$ cat src/rtl/alu_share_arbiter_pkg.sv
// Shared types for the ALU share arbiter: arbiter states, ALUCtr opcodes and the
// single ALU evaluation function used by the top.
package alu_share_arbiter_pkg;

    typedef enum logic {
        ARB_IDLE = 1'b0,
        ARB_HOLD = 1'b1
    } arb_state_e;

    typedef enum logic [3:0] {
        ALU_ADDU  = 4'h0,
        ALU_SUBU  = 4'h1,
        ALU_AND   = 4'h2,
        ALU_OR    = 4'h3,
        ALU_SLL16 = 4'h4,
        ALU_BGEZ  = 4'h5,
        ALU_XORI  = 4'h6
    } alu_op_e;

    localparam int unsigned ALU_W = 32;

    typedef struct packed {
        logic [ALU_W-1:0] result;
        logic             zero;
    } alu_out_t;

    function automatic alu_out_t alu_eval(input logic [ALU_W-1:0] a,
                                          input logic [ALU_W-1:0] b,
                                          input logic [3:0]       op);
        alu_out_t o;
        case (op)
            ALU_ADDU:  o.result = a + b;
            ALU_SUBU:  o.result = a - b;
            ALU_AND:   o.result = a & b;
            ALU_OR:    o.result = a | b;
            ALU_SLL16: o.result = {b[15:0], 16'h0000};
            // bgez reports "not taken" as 1: set only when A is negative
            ALU_BGEZ:  o.result = {{(ALU_W-1){1'b0}}, a[ALU_W-1]};
            ALU_XORI:  o.result = a ^ b;
            default:   o.result = '0;
        endcase
        o.zero = (o.result == '0);
        return o;
    endfunction

endpackage

$ cat src/rtl/alu_share_arbiter_rr.sv
// Combinational round-robin arbiter: one-hot grant over i_req, search starting at
// i_ptr and wrapping modulo N_REQ.
module rr_arbiter #(
    parameter int unsigned N_REQ = 2,
    parameter int unsigned PTR_W = (N_REQ > 1) ? $clog2(N_REQ) : 1
) (
    input  logic [N_REQ-1:0] i_req,
    input  logic [PTR_W-1:0] i_ptr,
    output logic [N_REQ-1:0] o_grant
);

    logic [2*N_REQ-1:0] w_dbl;
    logic [N_REQ-1:0]   w_rot;
    logic [N_REQ-1:0]   w_first;
    logic [2*N_REQ-1:0] w_back;

    // Rotate so i_ptr sits at bit 0, isolate the lowest set bit, rotate back.
    assign w_dbl   = {i_req, i_req} >> i_ptr;
    assign w_rot   = w_dbl[N_REQ-1:0];
    assign w_first = w_rot & (~w_rot + N_REQ'(1));
    assign w_back  = {{N_REQ{1'b0}}, w_first} << i_ptr;
    assign o_grant = w_back[N_REQ-1:0] | w_back[2*N_REQ-1:N_REQ];

endmodule

$ cat src/rtl/alu_share_arbiter.sv
// Shares one ALU between N_REQ requesters with round-robin arbitration and a
// registered response held for its owner until consumed.
module alu_share_arbiter
    import alu_share_arbiter_pkg::*;
#(
    parameter int unsigned N_REQ  = 2,
    parameter int unsigned DATA_W = 32
) (
    input  logic                    clk,
    input  logic                    rst_n,
    input  logic [N_REQ-1:0]        req_valid,
    output logic [N_REQ-1:0]        req_ready,
    input  logic [N_REQ*DATA_W-1:0] req_a,
    input  logic [N_REQ*DATA_W-1:0] req_b,
    input  logic [N_REQ*4-1:0]      req_op,
    output logic [N_REQ-1:0]        rsp_valid,
    input  logic [N_REQ-1:0]        rsp_ready,
    output logic [DATA_W-1:0]       rsp_result,
    output logic                    rsp_zero
);

    localparam int unsigned PTR_W = (N_REQ > 1) ? $clog2(N_REQ) : 1;

    arb_state_e         r_state;
    logic [PTR_W-1:0]   r_ptr;
    logic [N_REQ-1:0]   r_rsp_valid;
    logic [DATA_W-1:0]  r_result;
    logic               r_zero;

    logic [N_REQ-1:0]   w_grant;
    logic               w_owner_rel;
    logic               w_open;
    logic               w_accept;
    logic [DATA_W-1:0]  w_a;
    logic [DATA_W-1:0]  w_b;
    logic [3:0]         w_op;
    logic [PTR_W-1:0]   w_nxt_ptr;
    alu_out_t           w_alu;

    rr_arbiter #(
        .N_REQ (N_REQ),
        .PTR_W (PTR_W)
    ) u_rr (
        .i_req   (req_valid),
        .i_ptr   (r_ptr),
        .o_grant (w_grant)
    );

    // r_rsp_valid is one-hot on the owner while holding, so it doubles as the owner select.
    assign w_owner_rel = |(rsp_ready & r_rsp_valid);
    assign w_open      = (r_state == ARB_IDLE) || w_owner_rel;
    assign req_ready   = w_grant & {N_REQ{w_open & rst_n}};
    assign w_accept    = |req_ready;

    always_comb begin
        w_a       = '0;
        w_b       = '0;
        w_op      = '0;
        w_nxt_ptr = '0;
        for (int unsigned i = 0; i < N_REQ; i++) begin
            if (w_grant[i]) begin
                w_a       = req_a[i*DATA_W +: DATA_W];
                w_b       = req_b[i*DATA_W +: DATA_W];
                w_op      = req_op[i*4 +: 4];
                w_nxt_ptr = PTR_W'((i + 1) % N_REQ);
            end
        end
    end

    assign w_alu = alu_eval(w_a, w_b, w_op);

    always_ff @(posedge clk or negedge rst_n) begin
        if (!rst_n) begin
            r_state     <= ARB_IDLE;
            r_ptr       <= '0;
            r_rsp_valid <= '0;
            r_result    <= '0;
            r_zero      <= 1'b0;
        end else if (w_accept) begin
            r_state     <= ARB_HOLD;
            r_ptr       <= w_nxt_ptr;
            r_rsp_valid <= w_grant;
            r_result    <= w_alu.result;
            r_zero      <= w_alu.zero;
        end else if (r_state == ARB_HOLD && w_owner_rel) begin
            r_state     <= ARB_IDLE;
            r_rsp_valid <= '0;
        end
    end

    assign rsp_valid  = r_rsp_valid;
    assign rsp_result = r_result;
    assign rsp_zero   = r_zero;

endmodule

$ cat config.mk
export PLATFORM = sky130hd
export DESIGN_NAME = alu_share_arbiter
export DESIGN_NICKNAME = d
export VERILOG_FILES = /design/src/rtl/alu_share_arbiter_pkg.sv /design/src/rtl/alu_share_arbiter_rr.sv /design/src/rtl/alu_share_arbiter.sv
export SDC_FILE = /design/constraint.sdc
export NUM_CORES = 1
export LEC_CHECK = 0
export CAP_MARGIN = 20
export CORE_MARGIN = 2
export CORE_UTILIZATION = 54
export CTS_CLUSTER_SIZE = 10
export DETAILED_ROUTE_END_ITERATION = 16
export PLACE_DENSITY = 0.88
export SYNTH_ARGS = -nofsm -noshare
export SYNTH_HDL_FRONTEND = slang
export SYNTH_SLANG_ARGS = --single-unit
$ cat constraint.sdc
create_clock -name clk -period 12.57 [get_ports clk]
set_input_delay 2.514 -clock clk [delete_from_list [all_inputs] [get_ports clk]]
set_output_delay 2.514 -clock clk [all_outputs]
set_load 0.005 [all_outputs]
== Yosys cells after proc, flatten, opt, wreduce, memory -nomap -nowiden ==
Cells that the tools add are included.

* Bitwise logic cells: 10
* Add/subtract/negate cells: 3
* Div/mod/pow operators: 0
* Equal/unequal tests: 6
* Multipliers: 0
* $lt $le $gt $ge: 0
* Muxes and demuxes: 13
* Reduce and logical (&&, ||, !) cells: 7
* Shift-type cells: 2

{| class="wikitable"
|+ Operator list
! kind !! count
|-
| one-hot mux 32 bit (7 select lines) || 1
|-
| 2-to-1 mux 32 bit || 4
|-
| adder 32 bit || 1
|-
| AND 32 bit || 1
|-
| zero test 32 bit || 1
|-
| bitwise OR 32 bit || 1
|-
| subtractor 32 bit || 1
|-
| bitwise XOR 32 bit || 1
|-
| equality test 4 x 3 -> 1 bit (second input constant) || 3
|-
| equality test 4 x 2 -> 1 bit (second input constant) || 2
|-
| 2-to-1 mux 4 bit || 2
|-
| AND 2 bit || 3
|-
| equality test 4 x 1 -> 1 bit (second input constant) || 1
|-
| zero test 4 bit || 1
|-
| 2-to-1 mux 1 bit || 4
|-
| 2-to-1 mux 2 bit || 2
|-
| OR reduction 2 bit || 2
|-
| left shift 2 x 1 -> 4 bit || 1
|-
| right shift 4 x 1 -> 2 bit || 1
|-
| adder 2 x 1 -> 2 bit (second input constant) || 1
|-
| NOT 2 bit || 1
|-
| bitwise OR 2 bit || 1
|-
| nonzero test 2 bit || 1
|-
| AND 1 bit || 1
|-
| 3 further kinds || 3
|}

* ROM bits: 0
* Flip-flop bits (word level): 37
* Memories kept: 0
* Latch bits: 0
* RAM bits: 0
* Input port bits: 142
* Word-level logic and storage cells: 46

== Longest topological paths before layout ==
Gate-level depths: netlist of the first run.

* Depth in word-level cells: 11
* Mapped depth: 25
* Gate-level depth less buffers: 23

== Hierarchy ==
Synthesis of the first run repeated with hierarchy kept, for this count alone.

* Cells, all modules: 853
* Area total of the unflattened synthesis: 6498.7 µm²

{| class="wikitable"
|+ Modules (own cells, without submodules)
! module !! times used !! seq. area each (µm²) !! area each (µm²) !! cells each
|-
| alu_share_arbiter || 1 || 925.9 || 6480.0 || 850
|-
| rr_arbiter || 1 || 0.0 || 18.8 || 3
|}

== Worst setup path before layout of the first run ==
No wires, ideal clock.

* Path kind: in2reg
* From: input port req_valid[0]
* To: register r_zero, in the netlist rsp_zero
* Required time: 12.503 ns
* Arrival: 7.308 ns
* Path slack: 5.195 ns
* Stages: 25
* Path buffers: 7
* Cell sequence: a21boi_1 -> buf_6 -> buf_6 -> a32oi_1 -> clkbuf_1 -> nand3_1 -> clkbuf_1 -> clkbuf_1 -> nor2_1 -> clkbuf_1 -> a21oi_1 -> xnor2_1 -> ha_1 -> clkbuf_1 -> a21o_1 -> a31oi_1 -> nand3_1 -> a32o_1 -> o31a_1 -> or2_2 -> xor2_1 -> a21oi_1 -> nand4b_1 -> nor4_1 -> a32o_1

* Cells in the longest elaborated chain, start to end: 11

{| class="wikitable"
|+ RTL lines
! element !! RTL line !! text
|-
| start: declaration || alu_share_arbiter.sv:11 || <nowiki>input logic [N_REQ-1:0] req_valid,</nowiki>
|-
| right shift 4 x 1 -> 2 bit * || alu_share_arbiter_rr.sv:18 || <nowiki>assign w_dbl = {i_req, i_req} >> i_ptr;</nowiki>
|-
| NOT 2 bit || alu_share_arbiter_rr.sv:20 || <nowiki>assign w_first = w_rot & (~w_rot + N_REQ'(1));</nowiki>
|-
| adder 2 x 1 -> 2 bit || alu_share_arbiter_rr.sv:20 ||
|-
| AND 2 bit * || alu_share_arbiter_rr.sv:20 ||
|-
| left shift 2 x 1 -> 4 bit * || alu_share_arbiter_rr.sv:21 || <nowiki>assign w_back = {{N_REQ{1'b0}}, w_first} << i_ptr;</nowiki>
|-
| bitwise OR 2 bit * || alu_share_arbiter_rr.sv:22 || <nowiki>assign o_grant = w_back[N_REQ-1:0] | w_back[2*N_REQ-1:N_REQ];</nowiki>
|-
| 2-to-1 mux 32 bit or 2-to-1 mux 4 bit (tied branches) (2 in a row) || alu_share_arbiter.sv:61 || <nowiki>if (w_grant[i]) begin</nowiki>
|-
| subtractor 32 bit (tied with other cells) || alu_share_arbiter_pkg.sv:33 || <nowiki>ALU_SUBU: o.result = a - b;</nowiki>
|-
| one-hot mux 32 bit (7 select lines) || alu_share_arbiter_pkg.sv:31 || <nowiki>case (op)</nowiki>
|-
| zero test 32 bit || alu_share_arbiter_pkg.sv:42 || <nowiki>o.zero = (o.result == '0);</nowiki>
|-
| end signal: assignment || alu_share_arbiter.sv:84 || <nowiki>r_zero <= w_alu.zero;</nowiki>
|-
| end: declaration || alu_share_arbiter.sv:28 || <nowiki>logic r_zero;</nowiki>
|}

Every way passes the cells marked *; elsewhere a longest branch is shown, timed or not.
A chain may end at the register's enable or synchronous reset.

== Final worst setup path of the first run ==
* From: input port req_valid[1]
* To: register r_zero, in the netlist rsp_zero

Same word-level chain as after synthesis.

==> results.cfg, run 1 <==
[yosys]
syn_inst = 869
synthArstFlopShare_pct = 100
syn_nets = 1105
synth_seq_area_share_pct = 14.1
synth.cell_area_um2 = 6550
ys.flop_type = dfrtp_1
ys_warn_count = 0
yosysTopAreaCellShare_pct = 17.8
synth_cell_type_count = 71
yosys-top-cells-area = ha_1 18%, dfrtp_1 14%, a22oi_1 6.6%
yosys.area.top_type = ha_1
ys_seq_elements = 37
synth_edf_count = 0
syn_avg_cell_area_um2 = 7.54

[route]
dr.pass1.iters = 6
drc_errors = 0
vias = 7713
routed_wl_mm = 24.6
post_drt_wl_per_cell_um = 21.1
drtIter0Drc = 1091
vias_per_cell = 6.60
ant_nets = 0

[clock_network]
clkTransAtPathRegs_ns = 0.05
clock_path_buffers = 2
cts_hold_buf = 0
cts.repair.resized = 0
cts_tree = done
postCtsSetupBuffers = 0
cts_sinks = 37
numCtsBuffers = 5
cts.htree.levels = 2
root_buffer = clkbuf_16
clk_latency_ns = 0.28

[die]
io-pin-count = 179
start_util_pct = 55.0
die_x_um = 114
num_rows = 40
dieHeight_um = 114
core_area_um2 = 11900
dieArea_um2 = 13000

[layout]
layout-drive-gt1-share_pct = 5.19
fin_util_pct = 72.0
finalNetCount = 1257
final_common_cell = clkdlybuf4s50_1
final_cell_mix = 177 x clkdlybuf4s50_1, 93 x ha_1, 80 x nand2_1
antenna_cells = 0
area_delta_synth_final_pct = 30.9

[timing]
fin_crit_ns = 9.46
fin_tns_setup_ns = 0
fmax_mhz = 106
finalSetupViolCount = 0
finalHoldViolations = 0
max-slew-margin-rel_pct = 23.9
slew_violations = 0
period_share_pct = 75.3
rsz0062_at_grt = no
fin_skew_ns = 0.00292
max_slew.worst_pin.slew_ns = 1.14
whs_ns = 0.479

[power_and_ir_drop]
p_leak_uw = 0.00386
netSwitchingPower_uw = 708
ir_drop_mv = 0.0671
p_int_uw = 697
power_uw = 1400
power_frac_seq_pct = 14.6
powerDensity_nw_per_um2 = 164
swShare_pct = 50.4
p_clk_share_pct = 8.7
combPwrFrac_pct = 76.6

[global_routing]
track_usage_pct = 37.2
grt_pass1_vias = 7184
grt_max_degree = 63
antenna_found_initial = 0
grt_pass1_wl_mm = 38.2
globalRouteOverflowTotal = 0

[job]
cap_violations = 0

[setup_path]
critPathCaptureType = register
cp-start-kind = input pin
critPathMaxStageDelay_ns = 0.90
cp.required_ns = 12.79
worstPathArrival_ns = 9.68
crit_slowest_cell = nand3_1
worstPathCellList = clkdlybuf4s50_1, a21boi_4, buf_4, a32oi_1, nand3_1, nor2_2, buf_4, nor2_1, xnor2_1, ha_1, nand4_1, or2_2, a21o_1, a21o_1, a2111oi_0, o31ai_1, nor4b_1, and4_1, nand4b_1, nor4_1, a32o_1
critPathMaxFanout = 27
crit_type = input pin to register

[placement]
gp_congestion = 1.03
io_buffers = 178
place_hpwl_mm = 19.4

[outcome]
status = finished clean

[worst_hold_path]
hp-class = register to register
[power groups by stage]
stage	combinational, uW	clock (uW)	sequential, uW
after floorplan	676	0	203
after global placement	1020	0	204
after detailed placement	1040	0	207
after CTS	1040	123	205
after global routing	1160	130	211
final	1080	123	206
[Yosys cell counts, drive strengths merged, types with 8 or more instances]
| master | count |
|---|---|
| o22ai | 9 |
| nand4 | 14 |
| clkbuf | 40 |
| nor3 | 17 |
| o21a | 8 |
| a21oi | 55 |
| a221oi | 8 |
| xor2 | 11 |
| a22oi | 63 |
| dfrtp | 37 |
| a32o | 8 |
| a211oi | 14 |
| nand3 | 19 |
| mux2i | 13 |
| a21o | 14 |
| nor4 | 11 |
| nor2 | 66 |
| ha | 93 |
| xnor2 | 39 |
| nand2 | 80 |
| o21ai | 55 |
| o211ai | 10 |
| a31oi | 12 |
| inv | 75 |
[cells by family after synthesis]
logic type                 count (synthesis)  share of synthesized area [%]
AOI/OAI and AO/OA                        311                           32.9
xor gates and xnor gates                  50                           6.69
adders and majority gates                 94                           18.1
buffers and inverters                    122                           7.49
DFF                                       37                           14.1
muxes                                     16                           2.50
and+or+nand+nor                          239                           18.2
[area by class of cell]
class | instances | area (um2)
clock buffers | 7 | 143
flip-flops and latches | 37 | 926
well taps | 147 | 184
fillers | 929 | 3340
repair buffers | 192 | 1880
multi-input cells | 710 | 5160
inverters | 75 | 282
[flip-flops by register name, indices dropped and copies added (netlist names)]
register,flops
rsp_result,32
rsp_valid,2
r_ptr,1
r_state,1
rsp_zero,1
[per-stage QoR]
| stage | std cells | instance area (um2) | setup slack [ns] |
|---|---|---|---|
| floorplan | 869 | 6550 | 5.19 |
| global placement | 1160 | 8420 | 3.35 |
| global route | 1168 | 8570 | 2.72 |
| CTS | 1167 | 8570 | 3.33 |
| detailed placement | 1160 | 8420 | 3.13 |
| finish | 1168 | 8570 | 3.11 |
[path summary, 6_finish.rpt]
kind	start	endpoint	slack, ns	cells past startpoint
setup / recovery	req_valid[1]	rsp_zero$_DFFE_PN0N_	3.11	21
hold / removal	rsp_result[28]$_DFFE_PN0N_	rsp_result[28]$_DFFE_PN0N_	0.48	2
setup reg to reg	r_ptr$_DFFE_PN0N_	rsp_zero$_DFFE_PN0N_	5.86	20
hold reg to reg	rsp_result[28]$_DFFE_PN0N_	rsp_result[28]$_DFFE_PN0N_	0.48	2
max in group asynchronous	rst_n	rsp_result[28]$_DFFE_PN0N_	9.92	2
min in group asynchronous	rst_n	rsp_result[11]$_DFFE_PN0N_	2.29	2
[metal layers]
metal,routed length [um],vias up,global-route usage [%]
met5,0,-,0
met4,1050,0,15.4
met3,2910,85,9.16
met2,10600,523,56.6
met1,10100,3577,50.6
li1,-,3528,-
[critical path, delay by kind of cell]
family / cells / cell delay (ns)
adders and majority gates: 1 / 0.40
buffers and inverters: 3 / 1.47
AOI/OAI and AO/OA: 7 / 2.04
and+or+nand+nor: 9 / 3.08
xor gates and xnor gates: 1 / 0.14
Note: power is estimated with default switching activity, not from simulation.
==> inputs of run 2 (changes only) <==
--- a/config.mk
+++ b/config.mk
@@ -7,10 +7,10 @@
 export LEC_CHECK = 0
 export CAP_MARGIN = 20
 export CORE_MARGIN = 2
-export CORE_UTILIZATION = 54
+export CORE_UTILIZATION = 51
 export CTS_CLUSTER_SIZE = 10
 export DETAILED_ROUTE_END_ITERATION = 16
-export PLACE_DENSITY = 0.88
+export PLACE_DENSITY = 0.84
 export SYNTH_ARGS = -nofsm -noshare
 export SYNTH_HDL_FRONTEND = slang
 export SYNTH_SLANG_ARGS = --single-unit
==> constraint.sdc (replaced) <==
create_clock -name clk -period 9.12 [get_ports clk]
set_input_delay 1.824 -clock clk [delete_from_list [all_inputs] [get_ports clk]]
set_output_delay 1.824 -clock clk [all_outputs]
set_load 0.005 [all_outputs]
==> run 2 against run 1 <==
Net effect: core utilization is 3.1 points lower; worst hold slack improved by 0.00089 ns; total power rose by 39%; die area increased by 5.7%; global-route usage fell by 1.3 points; via count shrank 0.39%; critical path depth decreased by 1; first-iteration DRC count shrank 1.2%; final area increased by 0.92%.
==> results.cfg, run 2 (same netlist as run 1, synthesis figures left out) <==
[outcome]
status = finished clean

[timing]
whs_ns = 0.480
fin_crit_ns = 7.80
max_slew.worst_pin.slew_ns = 1.15
period_share_pct = 85.6
rsz0062_at_grt = no
max-slew-margin-rel_pct = 22.9
fmax_mhz = 128
fin_skew_ns = 0.00750
finalHoldViolations = 0
finalSetupViolCount = 0
fin_tns_setup_ns = 0
slew_violations = 0

[die]
die_x_um = 117
io-pin-count = 179
dieArea_um2 = 13800
num_rows = 41
start_util_pct = 52.1
dieHeight_um = 117
core_area_um2 = 12600

[setup_path]
worstPathArrival_ns = 8.03
critPathMaxFanout = 28
cp-start-kind = input pin
cp.required_ns = 9.34
critPathCaptureType = register
crit_type = input pin to register

[placement]
gp_congestion = 1.04
dpl-instance-area_um2 = 8500
io_buffers = 178
dp.cells = 1191
place_hpwl_mm = 20.0

[layout]
final_area_um2 = 8650
layout-drive-gt1-share_pct = 5.74
final_cell_mix = 177 x clkdlybuf4s50_1, 93 x ha_1, 80 x nand2_1
finalNetCount = 1262
area_delta_synth_final_pct = 32.1
stdcell_count = 1200
largest_reg_flops = 32
final_common_cell = clkdlybuf4s50_1

[power_and_ir_drop]
power_uw = 1950
powerDensity_nw_per_um2 = 226
p_leak_uw = 0.00389
ir_drop_mv = 0.114

[clock_network]
cts.htree.levels = 2
clock_path_buffers = 2
clkTransAtPathRegs_ns = 0.06
cts_hold_buf = 0
cts_sinks = 37
cts.repair.resized = 0
clk_latency_ns = 0.29
root_buffer = clkbuf_16
postCtsSetupBuffers = 0
numCtsBuffers = 5
cts_tree = done

[route]
ant_nets = 0
drc_errors = 0
dr.pass1.iters = 6
post_drt_wl_per_cell_um = 20.8
vias = 7683
drtIter0Drc = 1078
routed_wl_mm = 25.0
vias_per_cell = 6.40

[global_routing]
antenna_found_initial = 1
track_usage_pct = 36.0
globalRouteOverflowTotal = 0
grt_pass1_wl_mm = 40.2
grt_pass1_vias = 7341
grt_max_degree = 53

[worst_hold_path]
hp-class = register to register

[job]
cap_violations = 0
==> run 2: changes by cell type in the layout (fill, tap and decap cells not counted) <==
cell,previous run,this run
clkinv_4,0,1
diode_2,0,1
buf_4,14,19
clkinv_2,0,1
clkbuf_1,1,0
nor2_1,65,66
nor2_2,1,0
==> run 2: area by class of cell <==
cell class              instances  area, um2
multi-input cells             710       5150
fillers                      1070       3920
repair buffers                197       1920
flip-flops and latches         37        926
inverters                      75        282
well taps                     172        215
clock buffers                   6        139
clock inverters                 2       13.8
diodes                          1       2.50
==> run 2: routing by layer <==
layer | vias up | global-route usage (%) | share of wire [%]
met3 | 83 | 7.78 | 12
li1 | 3540 | - | -
met2 | 491 | 55.8 | 43
met5 | - | 0 | 0
met1 | 3569 | 49.1 | 41
met4 | 0 | 13.2 | 3.8
==> run 2: final timing paths <==
kind                                           start                         to  slack (ns)  cells past startpoint
setup / recovery                        req_valid[0]       rsp_zero$_DFFE_PN0N_        1.32                     20
hold / removal             rsp_result[4]$_DFFE_PN0N_  rsp_result[4]$_DFFE_PN0N_        0.48                      2
setup reg to reg                   r_ptr$_DFFE_PN0N_       rsp_zero$_DFFE_PN0N_        3.02                     21
hold reg to reg            rsp_result[4]$_DFFE_PN0N_  rsp_result[4]$_DFFE_PN0N_        0.48                      2
max in group asynchronous                      rst_n          r_ptr$_DFFE_PN0N_        7.17                      2
min in group asynchronous                      rst_n  rsp_result[3]$_DFFE_PN0N_        1.59                      2
==> run 2: metrics by stage <==
| stage | setup WS [ns] | util, % |
|---|---|---|
| 2_1_floorplan | 2.43 | - |
| 3_3_place_gp | 1.25 | 67.6 |
| 3_5_place_dp | 1.19 | 67.6 |
| 4_1_cts | 1.47 | 68.8 |
| 5_1_grt | 0.994 | 68.8 |
| 6_report | 1.32 | 68.8 |
==> run 2: where the power goes <==
group	internal, uW	switching, uW
logic	622	871
registers	236	45.7
clock network	109	69.4
total	967	986
==> run 2: critical path, cell delays in order <==
cell and delay, ns:
clkdlybuf4s50_1 0.57, a21boi_4 0.70, a32o_1 0.58, nor3_2 0.08
buf_4 0.27, nand2_1 0.42, o21ai_0 0.21, xnor2_1 0.18
ha_1 0.46, nand4_1 0.12, nor2_1 0.18, o211ai_1 0.21
nand3_1 0.19, a21boi_1 0.17, o311ai_0 0.64, a211oi_1 0.23
xnor2_1 0.18, a211oi_1 0.44, and2_1 0.19, a32o_1 0.16
